**src/rtl/grid_io_param_bank.sv**
```systemverilog
// grid_io_param_bank
//   Perimeter I/O grid tile. It holds NUM_SUBTILES GPIO subtiles that share one
//   serial configuration chain. Each subtile has three configuration bits:
//   output enable, registered output and synchronised input. The pad is split
//   into IN/OUT/OE signals because the tristate buffer sits in the pad ring.
//
// Ports
//   prog_clk            single clock for the chain, the registers and the synchronisers
//   prog_reset          synchronous, active-low reset
//   cfg_done            1 = configuration complete; the chain is frozen
//   ccff_head           configuration chain serial input
//   ccff_tail           configuration chain serial output (chain[L-1])
//   top_pin_outpad      fabric -> pad data, one bit per subtile
//   top_pin_inpad       pad -> fabric data, one bit per subtile
//   gfpga_pad_GPIO_IN   pad input value
//   gfpga_pad_GPIO_OUT  pad output value
//   gfpga_pad_GPIO_OE   pad output enable (1 = drive)
module grid_io_param_bank #(
   parameter int unsigned NUM_SUBTILES = 8,
   parameter int unsigned SYNC_STAGES  = 2
) (
   input  logic                    prog_clk,
   input  logic                    prog_reset,
   input  logic                    cfg_done,
   input  logic                    ccff_head,
   output logic                    ccff_tail,
   input  logic [NUM_SUBTILES-1:0] top_pin_outpad,
   output logic [NUM_SUBTILES-1:0] top_pin_inpad,
   input  logic [NUM_SUBTILES-1:0] gfpga_pad_GPIO_IN,
   output logic [NUM_SUBTILES-1:0] gfpga_pad_GPIO_OUT,
   output logic [NUM_SUBTILES-1:0] gfpga_pad_GPIO_OE
);

   localparam int unsigned CFG_W   = 3;
   localparam int unsigned CHAIN_L = NUM_SUBTILES * CFG_W;

   // Bit positions inside one subtile's configuration field
   localparam int unsigned F_OE    = 0;
   localparam int unsigned F_OREG  = 1;
   localparam int unsigned F_ISYNC = 2;

   logic [CHAIN_L-1:0]      chain;
   logic [CHAIN_L-1:0]      active;
   logic                    cfg_valid;
   logic                    cfg_done_d;
   logic [NUM_SUBTILES-1:0] out_q;
   logic [NUM_SUBTILES-1:0] sync_q [SYNC_STAGES];

   always_ff @(posedge prog_clk) begin
      if (!prog_reset) begin
         chain      <= '0;
         active     <= '0;
         cfg_valid  <= 1'b0;
         cfg_done_d <= 1'b0;
         out_q      <= '0;
         for (int unsigned s = 0; s < SYNC_STAGES; s++) begin
            sync_q[s] <= '0;
         end
      end else begin
         if (!cfg_done) begin
            chain <= {chain[CHAIN_L-2:0], ccff_head};
         end

         cfg_done_d <= cfg_done;

         // The rising edge of cfg_done copies the chain into the active
         // configuration. Any low sample masks the pads but keeps the old
         // active configuration so that a reload can replace it later.
         if (cfg_done && !cfg_done_d) begin
            active    <= chain;
            cfg_valid <= 1'b1;
         end else if (!cfg_done) begin
            cfg_valid <= 1'b0;
         end

         // These keep running while the tile is unconfigured, so data is
         // already valid on the first live cycle.
         out_q     <= top_pin_outpad;
         sync_q[0] <= gfpga_pad_GPIO_IN;
         for (int unsigned s = 1; s < SYNC_STAGES; s++) begin
            sync_q[s] <= sync_q[s-1];
         end
      end
   end

   assign ccff_tail = chain[CHAIN_L-1];

   always_comb begin
      gfpga_pad_GPIO_OE  = '0;
      gfpga_pad_GPIO_OUT = '0;
      top_pin_inpad      = '0;
      if (cfg_valid) begin
         for (int unsigned k = 0; k < NUM_SUBTILES; k++) begin
            gfpga_pad_GPIO_OE[k]  = active[k*CFG_W + F_OE];
            gfpga_pad_GPIO_OUT[k] = active[k*CFG_W + F_OREG] ? out_q[k]
                                                             : top_pin_outpad[k];
            top_pin_inpad[k]      = active[k*CFG_W + F_ISYNC] ? sync_q[SYNC_STAGES-1][k]
                                                              : gfpga_pad_GPIO_IN[k];
         end
      end
   end

endmodule

```
**config.mk**
```make
export PLATFORM = sky130hd
export DESIGN_NAME = grid_io_param_bank
export DESIGN_NICKNAME = d
export VERILOG_FILES = /design/src/rtl/grid_io_param_bank.sv
export SDC_FILE = /design/constraint.sdc
export NUM_CORES = 1
export LEC_CHECK = 0
export BUFFER_PORTS_ARGS = -buffer_cell sky130_fd_sc_hd__buf_2
export CAP_MARGIN = 5
export CELL_PAD_IN_SITES_DETAIL_PLACEMENT = 1
export CELL_PAD_IN_SITES_GLOBAL_PLACEMENT = 1
export CORE_MARGIN = 5
export CORE_UTILIZATION = 43
export CTS_CLUSTER_DIAMETER = 150
export CTS_CLUSTER_SIZE = 28
export DETAILED_ROUTE_END_ITERATION = 10
export HOLD_SLACK_MARGIN = 0.02
export PLACE_DENSITY = 0.82
export SLEW_MARGIN = 25
export SYNTH_ARGS = -nofsm -noshare
export SYNTH_HDL_FRONTEND = slang
export SYNTH_SLANG_ARGS = --single-unit
```
**constraint.sdc**
```tcl
create_clock -name prog_clk -period 1.3 [get_ports prog_clk]
set_input_delay 0.065 -clock prog_clk [delete_from_list [all_inputs] [get_ports prog_clk]]
set_output_delay 0.065 -clock prog_clk [all_outputs]
set_load 0.02 [all_outputs]
```
# After elaboration in Yosys (flattened, before gate mapping)
# Memory sizes are Yosys's and may differ from the RTL's.
# Index checks and enable logic that the tools add are counted.
# totals
reg_bits	58
latch_bits	0
mem_bits_rw	16
romBits	0
input_bits	20
output_inout_bits	25
elab_cells	36
memories	1
# mem_list
name	words	word_bits	read_ports	rd_ports_with_merged_regs	write_ports	line	text
sync_q	2	8	2	0	2	47	logic [NUM_SUBTILES-1:0] sync_q [SYNC_STAGES];
# op_classes
add_sub_neg	0
multipliers	0
div	0
magnitude_cmp	0
eq_ne	1
shift	0
mux	25
bitwise_logic	2
n_reduce_logical	2
# op_table
operator	count
$mux 8	5
$mux 1	20
$ne 2x1->1 const B	1
$or 1x1->1	2
$logic_and 1x1->1	1
$logic_not 1->1	1

# Logic depth before layout (Yosys ltp)
# Gate-level depths: netlist of the first run.
# logic_depth
word_depth	3
depth_mapped	5
mapped_depth_nobuf	2

# Least setup slack after synthesis of the first run
# OpenSTA, ideal clock, no wires.
# synth_path
path_type	flip-flop to output port
from	register cfg_valid
to	output port gfpga_pad_GPIO_OUT[3]
t_arrival_ps	982
required_time_ps	1235
slack_ps	253
stages_incl_launch_ff	4
path_cell_list	dfxtp_1 inv_2 clkbuf_1 nor2_1
# synth_via
elab_chain_cells	1
# synth_rtl
element	line	text
start: declaration	44	logic cfg_valid;
start signal: assignment	53	cfg_valid <= 1'b0;
start signal: assignment	71	cfg_valid <= 1'b1;
start signal: assignment	73	cfg_valid <= 1'b0;
$mux 8	92	if (cfg_valid) begin
end: declaration	30	output logic [NUM_SUBTILES-1:0] gfpga_pad_GPIO_OUT,
# Every way passes these cells.

# Final worst setup path of the first run
# layout_path
from	register active[13]
to	output port gfpga_pad_GPIO_OUT[4]
# layout_via
elab_chain_cells	2
# layout_rtl
element	line	text
start: declaration	43	logic [CHAIN_L-1:0] active;
start signal: assignment	70	active <= chain;
$mux 1	95	gfpga_pad_GPIO_OUT[k] = active[k*CFG_W + F_OREG] ? out_q[k]
$mux 8	92	
# Every way passes these cells.

==> impl_metrics.toml, run 1 <==
[cells_and_area]
final_common_cell = "dfxtp_1"
layout.nets = 363
final_cell_mix = "73 x dfxtp_1, 64 x mux2i_1, 48 x nand2_1"
layout-drive-gt1-share = 0.191
stdcell_count = 423
syn2layout_area_growth_pct = 22.0
antennaDiodeCount = 0
final_cell_area_um2 = 3500

[route]
drc_errors = 0
wl_um = 5980
drt_iter0_markers = 59
num_vias = 2003
wire_per_inst_um = 14.1
first_pass_iters = 4
ant_nets = 0
viasPerCell = 4.74

[run_status]
status = "complete, no violations"

[synth]
synth.cell_area_um2 = 2870
yosys_warnings = 0
synthMuxAreaShare = 0.224
synth-adder-area-share = 0
synth_compound_area_frac = 0.00262
ys_seq_area_frac = 0.517
synth-xor-area-share = 0
synthCells = 279
ys_ff_latch = 74
synth_top_family_by_area = "multiplexers"
syn_avg_cell_area_um2 = 10.3
synth-simple-area-share = 0.213
synthDistinctLibCells = 14
synth_fp_nets = 299

[power_and_ir_drop]
p_per_area_nw_per_um2 = 1200
ir_worst_vdd_mv = 0.600
leakage_uw = 0.00147

[die]
ioPinCount = 45
floorplan.rows = 29
die_x_um = 91.6
start_util = 0.446
die_h_um = 91.6
fp.coreArea_um2 = 6420
die_area_um2 = 8400

[sta]
rsz0062_at_grt = "false"
fin_skew_ns = 0.00692
finalSetupTns_ns = 0
max_freq_mhz = 835
slew_viol_final = 0
worst_slew_pin_slew_ns = 0.349
period_share = 0.921
layout_setup_ws_ns = 0.102
max_slew_margin = 0.767
hold_viol = 0
layout_min_cycle_time_ns = 1.20
setup_viol = 0

[cts]
cts_buffers = 9
cts.sinks = 74
htree_levels = 3
insertion_delay_ns = 0.34
ctsRootBufferMaster = "clkbuf_8"
cts_tree = "built"
clkTransAtPathRegs_ns = 0.07
cts.path.max_buffers = 2

[hold_path]
hold_path_class = "primary input to register"
hold-path-cell-count = 2

[place]
placed_area_um2 = 3170
hpwl_um = 3970
io_buffer_count = 44
gp_routability_congestion = 0.714
post-place-ws_ns = 0.290
dp.cells = 392

[critical_path]
crit_type = "register to output port"
r2r_cells = 3
critPathTopFamily = "flip-flops"
crit_required_ns = 1.24
cpPeakStageDelay_ns = 0.35
worst_setup_path_end_kind = "output port"
cp_num_buf_inv = 1
start_kind = "register"
critical_path_depth = 3
cp_cell_sequence = "mux2i_1, nor2_1, buf_2"
cp_slowest_cell = "dfxtp_1"
arrival_ns = 1.13
critPathMaxFanout = 2

[global_route]
grt_max_degree = 29
grt_pass1_vias = 2127
antenna_found_initial = 0
gr-usage-all-layers = 0.151
grt_first_pass_wirelength_um = 10100
gr-total-overflow = 0

[flow_run]
max-cap-violations = 0
Yosys cell counts (all sizes together):
library cell | n | area share
buf | 11 | 0.034
a21boi | 1 | 0.0026
inv | 1 | 0.0013
and2 | 33 | 0.072
nor2 | 16 | 0.021
dfxtp | 74 | 0.52
clkbuf | 6 | 0.0079
nor2b | 25 | 0.057
nand2 | 48 | 0.063
mux2i | 64 | 0.22
cells by family (layout without fill, tap and decap cells):
| kind of cell | after synthesis | count (layout) |
|---|---|---|
| AND/OR/NAND/NOR | 122 | 122 |
| AO/OA/AOI/OAI | 1 | 1 |
| multiplexers | 64 | 64 |
| flip-flops | 74 | 74 |
| buffers and inverters | 18 | 85 |
repair_timing:
item,4_1_cts,5_1_grt
hold buffers,17,0
endpoints found under the setup margin,16,8
endpoints found under the hold margin,17,0
resized for setup,1,2
setup buffers,0,0
cell type report:
cell class | instances | area [um2]
fillers | 706 | 2930
flip-flops and latches | 74 | 1480
multi-input cells | 187 | 1260
repair buffers | 70 | 499
clock buffers | 14 | 153
well taps | 77 | 96.3
inverters | 1 | 6.26
report_power, final:
group	switching (uW)	internal, uW	total (uW)
Sequential	16.6	2310	2330
Combinational	177	178	355
Clock	766	729	1500
per-stage QoR:
step	utilization	power, uW	hold WS (ns)
2_1_floorplan	-	2600	0.187
3_3_place_gp	0.493	2680	0.282
3_5_place_dp	0.493	2700	0.286
4_1_cts	0.544	4230	0.155
5_1_grt	0.544	4380	0.157
6_report	0.544	4180	0.157
final timing paths:
check	start	to	slack (ns)
worst min-delay path	prog_reset	chain[5]	0.16
worst max-delay path	active[13]	gfpga_pad_GPIO_OUT[4]	0.10
worst max register to register	cfg_done_d	active[5]	0.28
worst min register to register	sync_q[0][5]	sync_q[0][13]	0.44
worst register-to-register path, stage by stage, from the launching register on:
cell and delay, ns:
dfxtp_1 0.33, nor2b_4 0.11, buf_4 0.25, mux2i_1 0.25
routing by layer:
layer	GRT usage	up-vias	share of wire
met5	0	-	0
met4	0.0603	0	0.013
met3	0.0417	7	0.035
met2	0.253	30	0.48
met1	0.184	946	0.47
li1	-	1020	-
registers in the layout (all words and copies together) (netlist names):
| signal | cells |
|---|---|
| cfg_done_d | 1 |
| out_q | 8 |
| active | 24 |
| chain | 24 |
| sync_q | 16 |
| cfg_valid | 1 |
(Power assumes the default switching activity.)
==> run 2: changes to the inputs <==
==> constraint.sdc (replaced) <==
create_clock -name prog_clk -period 1.3 [get_ports prog_clk]
set_input_delay 0.13 -clock prog_clk [delete_from_list [all_inputs] [get_ports prog_clk]]
set_output_delay 0.13 -clock prog_clk [all_outputs]
set_load 0.02 [all_outputs]
==> impl_metrics.toml, run 2 (synthesis gave the netlist of run 1 again) <==
[critical_path]
worst_setup_path_end_kind = "output port"
cpPeakStageDelay_ns = 0.55
crit_required_ns = 1.17
cp_slowest_cell = "dlygate4sd3_1"
critPathTopFamily = "buffers and inverters"
reg2reg_to = "active[8]"
critPathMaxFanout = 2
r2r_cells = 3
crit_top_cell = "buf_2"
rrSetupSlack_ns = 0.31
arrival_ns = 1.15
cp_cell_sequence = "dlygate4sd3_1, buf_2, mux2i_1, nor2_1, buf_2"
start_kind = "primary input"
cp_num_buf_inv = 3
reg2reg_from = "cfg_done_d"
crit_type = "primary input to output port"

[hold_path]
worstHoldStart = "ccff_head"
hold-path-cell-count = 3
hold_path_class = "primary input to register"
min_to = "chain[0]"

[place]
dp.cells = 388
io_buffer_count = 44
gp_routability_congestion = 0.718
hpwl_um = 3700
placed_area_um2 = 3150

[route]
drc_errors = 0
drt_iter0_markers = 110
viasPerCell = 4.92
num_vias = 2036
wire_per_inst_um = 14.6
ant_nets = 0
wl_um = 6030
first_pass_iters = 4

[global_route]
grt_max_degree = 56
grt_first_pass_wirelength_um = 10200
gr-usage-all-layers = 0.153
antenna_found_initial = 0
grt_pass1_vias = 2133
gr-total-overflow = 0

[sta]
max_freq_mhz = 779
period_share = 0.988
layout_min_cycle_time_ns = 1.28
worst_slew_pin_slew_ns = 0.322
rsz0062_at_grt = "true"
setup_viol = 0
max_slew_margin = 0.785
fin_skew_ns = 0.00824
slew_viol_final = 0
hold_viol = 0

[die]
ioPinCount = 45
floorplan.rows = 29
start_util = 0.446
die_x_um = 91.6
die_area_um2 = 8400
fp.coreArea_um2 = 6420
die_h_um = 91.6

[power_and_ir_drop]
ir_worst_vdd_mv = 0.797
leakage_uw = 0.00146
p_per_area_nw_per_um2 = 1230

[cells_and_area]
final_cell_area_um2 = 3510
layout.nets = 352
layout-drive-gt1-share = 0.196
final_cell_mix = "68 x dfxtp_1, 64 x mux2i_1, 48 x nand2_1"
syn2layout_area_growth_pct = 22.6
top_regs = "active: 24 flops, chain: 24 flops, sync_q: 16 flops"
stdcell_count = 414
final_common_cell = "dfxtp_1"
antennaDiodeCount = 0

[cts]
cts.sinks = 74
ctsRootBufferMaster = "clkbuf_8"
cts_buffers = 9
cts.path.max_buffers = 2
htree_levels = 3
clkTransAtPathRegs_ns = 0.08
cts_tree = "built"
insertion_delay_ns = 0.35

[run_status]
status = "complete, no violations"

[flow_run]
max-cap-violations = 0
==> run 2: changes by cell type in the layout (fill, tap and decap cells not counted), moves of 2 or more <==
cell	previous run	this run
buf_2	44	25
buf_4	5	13
clkbuf_1	4	2
clkbuf_8	10	12
clkinv_2	0	2
dfxtp_1	73	68
dfxtp_2	1	6
dlygate4sd3_1	17	15
==> run 2: final cells by class <==
class | instances | area, um2
Sequential cell | 74 | 1490
Inverter | 1 | 6.26
Fill cell | 718 | 2910
Tap cell | 77 | 96.3
Timing Repair Buffer | 59 | 477
Multi-Input combinational cell | 187 | 1260
Clock buffer | 14 | 173
Clock inverter | 2 | 10.0
==> run 2: layer usage <==
layer / up-vias / track usage / wire length (um)
met2: 38 / 0.258 / 3020
met5: - / 0 / 0
met1: 980 / 0.181 / 2620
met3: 14 / 0.0352 / 222
met4: 0 / 0.0829 / 171
li1: 1004 / - / -
==> run 2: repair_timing <==
action	4_1_cts	5_1_grt
gates resized for setup	7	16
pin swaps	0	5
hold buffers	16	0
setup buffers	0	0
hold endpoints to repair	16	0
endpoints found under the setup margin	21	24
==> run 2: tightest hold or removal path, delay by kind of cell <==
kind | cells | cell delay, ns
multiplexers | 1 | 0.05
buffers and inverters | 1 | 0.08
AND/OR/NAND/NOR | 1 | 0.10
==> run 2: how the worst max path moves through the flow <==
stage	startpoint	endpoint	slack (ns)	cells after the start
6_report	gfpga_pad_GPIO_IN[1]	top_pin_inpad[1]	0.02	5
5_1_grt	active[11]	top_pin_inpad[3]	-0.03	3
4_1_cts	gfpga_pad_GPIO_IN[3]	top_pin_inpad[3]	0.005	5
3_5_place_dp	prog_reset	active[16]	0.27	4
3_3_place_gp	cfg_valid	top_pin_inpad[7]	0.32	3
2_1_floorplan	cfg_valid	gfpga_pad_GPIO_OUT[3]	0.19	3
==> run 2: power breakdown <==
part / internal (uW) / switching, uW
clock: 846 / 804
combinational: 172 / 174
sequential: 2310 / 16.3
==> run 2: through the flow <==
stage | utilization | total power (uW) | worst slack (ns) | hold slack [ns] | TNS (ns)
2_1_floorplan | - | 2600 | 0.188 | 0.252 | 0
3_3_place_gp | 0.490 | 2680 | 0.321 | 0.347 | 0
3_5_place_dp | 0.490 | 2690 | 0.266 | 0.353 | 0
4_1_cts | 0.546 | 4370 | 0.00470 | 0.0317 | 0
5_1_grt | 0.547 | 4510 | -0.0311 | 0.0292 | -0.351
6_report | 0.547 | 4320 | 0.0157 | 0.0476 | 0
==> run 3: changes to the inputs <==
ABC_AREA = 1   (was default)
CORE_UTILIZATION = 40   (was 43)
REMOVE_ABC_BUFFERS = 1   (was default)
==> impl_metrics.toml, run 3 <==
[sta]
layout_min_cycle_time_ns = 1.43
max_freq_mhz = 701
hold_viol = 0
whs_ns = 0.0887
worst_slew_pin_slew_ns = 0.486
slew_viol_final = 0
max_slew_margin = 0.675
layout_setup_ws_ns = -0.126
setup_viol = 18
period_share = 1.10
rsz0062_at_grt = "true"
fin_skew_ns = 0.0102

[synth]
synth-adder-area-share = 0
synth.cell_area_um2 = 2900
synth-xor-area-share = 0
ys_top_cells_by_count = "74 x dfxtp_1, 74 x inv_1, 61 x nand2_1"
synth_top_area_frac = 0.511
synth_ff_type = "dfxtp_1"
synthCells = 386
synth-simple-area-share = 0.203
synth_top_family_by_area = "simple AND/OR/NAND/NOR gates"
synth-edff-count = 0
ys_ff_latch = 74
yosys_warnings = 0
ys_top_cells_by_area = "dfxtp_1 51%, inv_1 9.6%, nand2_1 7.9%, a21oi_1 6.9%, nor2_1 6.2%"
synthDistinctLibCells = 18
syn_avg_cell_area_um2 = 7.51
ys_seq_area_frac = 0.511
synth_compound_area_frac = 0.135
synth_largest_area_cell = "dfxtp_1"
synthMuxAreaShare = 0
async_flop_share = 0

[cts]
cts.path.max_buffers = 2
clkTransAtPathRegs_ns = 0.07
ctsRootBufferMaster = "clkbuf_8"
cts.sinks = 74
insertion_delay_ns = 0.35
htree_levels = 3
cts_tree = "built"
cts_buffers = 9

[global_route]
gr-total-overflow = 0
grt_pass1_vias = 2492
grt_max_degree = 47
gr-usage-all-layers = 0.160
use_met3 = 0.0355
grt_util_met2 = 0.283
grt_busiest_layer = "met2"
grtUsageMet1 = 0.179
grt_first_pass_wirelength_um = 11100
antenna_found_initial = 0

[place]
hpwl_um = 4180
dp.cells = 513
gp_routability_congestion = 0.697
io_buffer_count = 44

[die]
floorplan.rows = 31
die_area_um2 = 9050
die_x_um = 95.1
start_util = 0.406
ioPinCount = 45
fp.coreArea_um2 = 7140
die_h_um = 95.1

[power_and_ir_drop]
ir_worst_vdd_mv = 0.635
leakage_uw = 0.00186
p_per_area_nw_per_um2 = 1280

[critical_path]
crit_type = "register to output port"
worst_setup_path_end_kind = "output port"
crit_required_ns = 1.17
critPathMaxFanout = 5
rrSetupSlack_ns = 0.12
reg2reg_from = "cfg_done_d"
r2r_cells = 4
reg2reg_to = "active[14]"
start_kind = "register"
arrival_ns = 1.30

[route]
first_pass_iters = 4
viasPerCell = 4.56
wl_um = 7100
num_vias = 2489
wire_per_inst_um = 13.0
drt_iter0_markers = 86
drc_errors = 0
ant_nets = 0

[cells_and_area]
layout-drive-gt1-share = 0.233
layout.nets = 463
final_cell_mix = "73 x dfxtp_1, 72 x inv_1, 58 x nand2_1"
antennaDiodeCount = 0
register_area_um2 = 1490
syn2layout_area_growth_pct = 31.3
stdcell_count = 546
fillers = 895
final_common_cell = "dfxtp_1"
multi_input_area_um2 = 1090
top_regs = "active: 24 flops, chain: 24 flops, sync_q: 16 flops"

[run_status]
violations = "setup timing"
status = "complete, but fails checks"

[hold_path]
worstHoldStart = "ccff_head"
min_to = "chain[0]"
hold_path_class = "primary input to register"
hold-path-cell-count = 3

[flow_run]
max-cap-violations = 0
[run 3: critical path, cell delays in order, from the launching register on]
cell       delay, ns
dfxtp_4         0.42
clkbuf_16       0.18
o21ai_2         0.07
a21oi_2         0.13
buf_6           0.13
[run 3: timing repair]
action	in CTS	in global routing
setup endpoints to repair	23	24
gates cloned	1	1
resized for setup	28	59
endpoints found under the hold margin	16	0
setup buffers	0	0
pin swaps	0	0
hold buffers	16	0
[run 3: area by class of cell]
type                    count  share of cell area
well taps                  99              0.0325
repair buffers             68               0.168
inverters                  76              0.0750
clock inverters             3              0.0105
multi-input cells         214               0.285
flip-flops and latches     74               0.390
clock buffers              12              0.0381
[run 3: worst max path at each step]
stage,cells past startpoint,end,startpoint,slack [ns]
global placement,4,active[23],cfg_done_d,0.17
CTS,4,gfpga_pad_GPIO_OUT[3],cfg_valid,-0.12
finish,4,gfpga_pad_GPIO_OUT[2],cfg_valid,-0.13
detailed placement,4,active[6],cfg_done_d,0.15
global route,4,gfpga_pad_GPIO_OUT[2],cfg_valid,-0.18
floorplan,2,gfpga_pad_GPIO_OUT[0],cfg_valid,0.06
[run 3: routing by layer]
metal | vias up | wire, um
li1 | 1290 | -
met1 | 1155 | 3080
met2 | 35 | 3700
met3 | 9 | 214
met4 | 0 | 108
met5 | - | 0
[run 3: logic make-up after synthesis]
group                  count (synthesis)
flip-flops                            74
buffers and inverters                 98
AO/OA/AOI/OAI                         78
AND/OR/NAND/NOR                      136
[run 3: report_power, final]
group	internal [uW]	switching [uW]	total, uW
Clock	924	802	1730
Sequential	2410	90.7	2500
Combinational	275	359	634
Total	3600	1250	4860
[run 3: through the flow]
stage | instance area [um2] | setup WS [ns] | power [uW] | TNS, ns | util
after detailed placement | 3180 | 0.155 | 3050 | 0 | 0.446
after floorplan | 2740 | 0.0629 | 2800 | 0 | -
after global routing | 3810 | -0.179 | 5120 | -2.70 | 0.533
after CTS | 3610 | -0.115 | 4850 | -1.46 | 0.506
after global placement | 3180 | 0.172 | 3010 | 0 | 0.446
final | 3810 | -0.126 | 4860 | -1.37 | 0.533
